===== config.mk =====
export PLATFORM = sky130hd
export DESIGN_NAME = serial_ripple_add
export DESIGN_NICKNAME = d
export VERILOG_FILES = /design/src/rtl/serial_ripple_add_pkg.sv /design/src/rtl/serial_ripple_add_full_adder.sv /design/src/rtl/serial_ripple_add.sv
export SDC_FILE = /design/constraint.sdc
export NUM_CORES = 1
export LEC_CHECK = 0
export CAP_MARGIN = 0
export CORE_MARGIN = 2
export CORE_UTILIZATION = 49
export CTS_BUF_LIST = sky130_fd_sc_hd__clkbuf_16
export DETAILED_ROUTE_END_ITERATION = 16
export MAX_ROUTING_LAYER = met4
export PLACE_DENSITY_LB_ADDON = 0.15
export SLEW_MARGIN = 10
export SYNTH_ARGS = -nofsm -noshare
export SYNTH_HDL_FRONTEND = slang
export SYNTH_HIERARCHICAL = 1
export SYNTH_SLANG_ARGS = --single-unit

===== constraint.sdc =====
create_clock -name clk -period 1.45 [get_ports clk]
set_input_delay 0.29 -clock clk [delete_from_list [all_inputs] [get_ports clk]]
set_output_delay 0.29 -clock clk [all_outputs]
set_load 0.02 [all_outputs]

===== src/rtl/serial_ripple_add_pkg.sv =====
// Shared definitions for the bit-serial ripple arithmetic blocks:
// FSM state encodings and the default operand width.
package serial_ripple_add_pkg;

    localparam int DEFAULT_WIDTH = 4;

    localparam logic [1:0] IDLE  = 2'd0;
    localparam logic [1:0] SHIFT = 2'd1;
    localparam logic [1:0] DONE  = 2'd2;

endpackage


===== src/rtl/serial_ripple_add_full_adder.sv =====
// Single-bit full adder used as the one-bit datapath of the serial adder.
module full_adder (
    input  logic x,
    input  logic y,
    input  logic cin,
    output logic sum,
    output logic co
);

    assign sum = x ^ y ^ cin;
    assign co  = (x & y) | (x & cin) | (y & cin);

endmodule


===== src/rtl/serial_ripple_add.sv =====
// Bit-serial adder: WIDTH-bit A + B + carry-in, one full-adder step per clock,
// LSB first, with a small IDLE/SHIFT/DONE controller.
module serial_ripple_add
    import serial_ripple_add_pkg::*;
#(
    parameter int WIDTH = DEFAULT_WIDTH
) (
    input  logic             clk,
    input  logic             rst_n,
    input  logic             start,
    input  logic [WIDTH-1:0] a,
    input  logic [WIDTH-1:0] b,
    input  logic             c,
    output logic [WIDTH-1:0] s,
    output logic             cout,
    output logic             busy,
    output logic             done
);

    localparam int CNT_W = $clog2(WIDTH);
    localparam logic [CNT_W-1:0] LAST_STEP = CNT_W'(WIDTH - 1);

    logic [1:0]       state;
    logic [1:0]       state_nxt;
    logic [WIDTH-1:0] a_sr;
    logic [WIDTH-1:0] b_sr;
    logic             carry;
    logic [CNT_W-1:0] cnt;
    logic             fa_sum;
    logic             fa_co;
    logic             accept;
    logic             last_step;

    full_adder u_fa (
        .x   (a_sr[0]),
        .y   (b_sr[0]),
        .cin (carry),
        .sum (fa_sum),
        .co  (fa_co)
    );

    // A new operation is accepted from IDLE or DONE only; SHIFT ignores start.
    assign accept    = start && (state == IDLE || state == DONE);
    assign last_step = (state == SHIFT) && (cnt == LAST_STEP);

    always_comb begin
        // NOTE: default assignment first so no path leaves state_nxt unassigned (no latch).
        state_nxt = state;
        case (state)
            IDLE:    if (start) state_nxt = SHIFT;
            SHIFT:   if (last_step) state_nxt = DONE;
            DONE:    state_nxt = start ? SHIFT : IDLE;
            default: state_nxt = IDLE;
        endcase
    end

    // NOTE: sequential state uses non-blocking assignments so every flop samples pre-edge values.
    always_ff @(posedge clk or negedge rst_n) begin
        if (!rst_n) begin
            state <= IDLE;
        end else begin
            state <= state_nxt;
        end
    end

    always_ff @(posedge clk or negedge rst_n) begin
        if (!rst_n) begin
            a_sr  <= '0;
            b_sr  <= '0;
            carry <= 1'b0;
            cnt   <= '0;
        end else if (accept) begin
            a_sr  <= a;
            b_sr  <= b;
            carry <= c;
            cnt   <= '0;
        end else if (state == SHIFT) begin
            a_sr  <= a_sr >> 1;
            b_sr  <= b_sr >> 1;
            carry <= fa_co;
            // Hold on the final step so the counter never wraps.
            if (!last_step) begin
                cnt <= cnt + CNT_W'(1);
            end
        end
    end

    // Sum bits enter at the MSB so after WIDTH steps bit 0 sits at s[0].
    always_ff @(posedge clk or negedge rst_n) begin
        if (!rst_n) begin
            s    <= '0;
            cout <= 1'b0;
        end else if (state == SHIFT) begin
            s <= {fa_sum, s[WIDTH-1:1]};
            if (last_step) begin
                cout <= fa_co;
            end
        end
    end

    assign busy = (state == SHIFT);
    assign done = (state == DONE);

endmodule

==> reports/qor.txt, run 1 <==
DR vias/cell = 5.165
Worst EP arrival = 1.04 ns
CP required = 1.16 ns
DR pass1 iterations = 4
Outcome = complete, no violations
Row cnt = 15
Async SR Flop Fraction = 100.0%
Critical path peak fanout = 4
Synth Area in XOR/XNOR = 0%
Area share of the largest cell type after synthesis = 48.45%
Setup WS pre-CTS = -0.06910 ns
First-pass GRT wire length = 2829 µm
Synth top area cells = dfrtp_1 48%, mux2i_1 25%, mux2_2 4.8%, buf_4 3.2%, fa_1 2.2%
Total wire length = 1666 µm
RePlAce Congestion = 0.7045
Final Max Tran Viols = 0
Syn_nets = 85
Pwr dens = 2047 nW/µm²
Final setup violation count = 0
Relative slew slack = 80.13%
Mux share of post-synthesis cell area = 32.44%
Worst Setup Slack, final = 0.1193 ns
CTS tree = yes
# diodes = 0
Io pins = 19
P&R area growth vs syn = 33.65%
Vias = 625
Gr usage total = 19.39%
Adder-Cell Fraction of Synth Area = 3.499%
#FFs+latches synth = 18
Period utilisation layout = 91.77%
Worst Setup End Kind = output pin
Largest net degree at the start of global routing = 19
CTS sink count = 18
Longest Clk Path Bufs = 2
Unrepaired setup endpoints after global routing = false
Initial Util = 52.70%
Worst hold-check path type = input pin to asynchronous set/reset pin
Initial antenna violation count = 0
DR WL/cell = 13.77 µm
Hold-fix buffers, CTS = 0
Lkg Pwr = 0.0005962 µW
Synth Area in Compound Gates = 3.634%
CP Launch Type = flip-flop
Gate Count Post-Synth = 71
Remaining DRCs = 0
Nets = 112
Top-count cell post-synth = mux2i_1
Hold Vio Cnt, Final = 0
Kind of critical path = flip-flop to output pin
Final Skew = 0.001661 ns
Maximum vdd drop = 1.178 mV
Worst Max-Slew Pin Slew = 0.2943 ns
H-tree levels = 1
Die ar. = 2261 µm²
Vias in the first global route = 651
Clk root buf = clkbuf_16
Post-layout min period = 1.331 ns
Synth Warn # = 6
Placed Instances = 118
Fin cells = 121
Fmax = 751.5 MHz
Post-synth cell types = 22
EDFF count, synth = 0
CTS buffer count = 3
Later-pin clock latency in the skew report = 0.25 ns
Post-Synth Simple-Gate Area = 7.537%
Post-Syn Area = 929.6 µm²
Mean Syn Cell Area = 13.09 µm²
DP HPWL = 1205 µm
GRT overflow = 0
Ys flop type = dfrtp_1
Die width = 47.56 µm
Die Y = 47.56 µm
Register area share after synthesis = 48.45%
Cell taking the most area after synthesis = dfrtp_1
Share of cells above drive strength 1 = 20.83%
Initial DRC count = 6
Largest family of logic cells by synthesized area = multiplexers
Routed Antenna Nets = 0
Core ar. = 1764 µm²
Tot Pwr = 2544 µW
Reg clk slew, reported paths = 0.05 ns
Number of max-cap violations = 0
Synth cell count leaders = 23 x mux2i_1, 18 x dfrtp_1, 4 x buf_4, 4 x mux2_2
IO buf count = 18
-- registers in the layout (all words and copies together), names as in the netlist --
| signal | count |
|---|---|
| a_sr | 4 |
| b_sr | 4 |
| s | 4 |
| cnt | 2 |
| state | 2 |
| carry | 1 |
| cout | 1 |
-- cell families after synthesis --
kind of cell	after synthesis
muxes	29
and+or+nand+nor	10
DFF	18
adders and majority gates	2
AOI/OAI and AO/OA	5
buffers and inverters	7
-- worst max-delay path, stage by stage (launching register included) --
cell and delay (ns):
dfrtp_1 0.39, nand2b_2 0.20, inv_2 0.05, buf_2 0.15
-- report_power, final --
group	internal (µW)	leakage [µW]	switching, µW
clock network	362	0.0000370	171
registers	724	0.000227	170
logic	606	0.000332	510
total	1690	0.000596	851
-- through the flow --
step	area [µm²]	utilization, %	setup TNS, ns	hold WS (ns)
3_5_place_dp	1184	67.09	-0.08445	0.4944
6_report	1242	70.43	0	0.3780
3_3_place_gp	1184	67.09	-0.06500	0.4826
4_1_cts	1254	71.06	0	0.3843
2_1_floorplan	929.6	-	0	-0.005591
5_1_grt	1242	70.43	0	0.4017
-- area by class of cell --
type                       count  area (µm²)
fill                         153       521.8
timing repair buffer          26       236.5
inverter                       3       11.26
sequential                    18       450.4
multi-input combinational     46       437.9
clock buffer                   3       75.07
tap                           25       31.28
-- layout by cell type (no fill, tap or decap), drive strengths merged --
cell	instances
nand3	2
o211ai	2
nand2b	1
o21ai	2
dfrtp	18
nand3b	1
or4b	1
o311ai	1
nand2	1
or3b	1
dlygate4sd2	5
nor2b	1
buf	9
nor2	1
fa	1
clkdlybuf4s50	11
clkbuf	4
mux2	6
nand4bb	1
mux2i	23
inv	3
ha	1
-- repair_timing --
action	in CTS	in global routing
pin swaps	0	0
cloned	0	0
endpoints found under the setup margin	7	2
setup buffers	0	0
resized for setup	10	2
-- routing by layer --
metal  up-vias  wire (µm)  global-route usage [%]
met3         0         91                   8.302
met2        16        856                   32.43
met4         0          0                   4.865
met1       303        719                   21.29
met5         -          0                       -
li1        306          -                       -
-- worst paths after layout --
path                          start        to  slack (ns)  cells after the start
hold reg to reg                cout      cout        0.51                      1
max in group asynchronous     rst_n  state[0]        0.88                      2
min in group clk               cout      cout        0.51                      1
setup reg to reg             cnt[0]    cnt[0]        0.15                      3
hold / removal                rst_n    cnt[0]        0.38                      2
setup / recovery           state[1]      busy        0.12                      3
(Power assumes the default switching activity.)
==> run 2, diff against run 1 <==
ABC_CLOCK_PERIOD_IN_PS = 1450   (was not set)
==> results of run 2 <==
No change in the layout: final DEF, timing and power equal those of run 1.
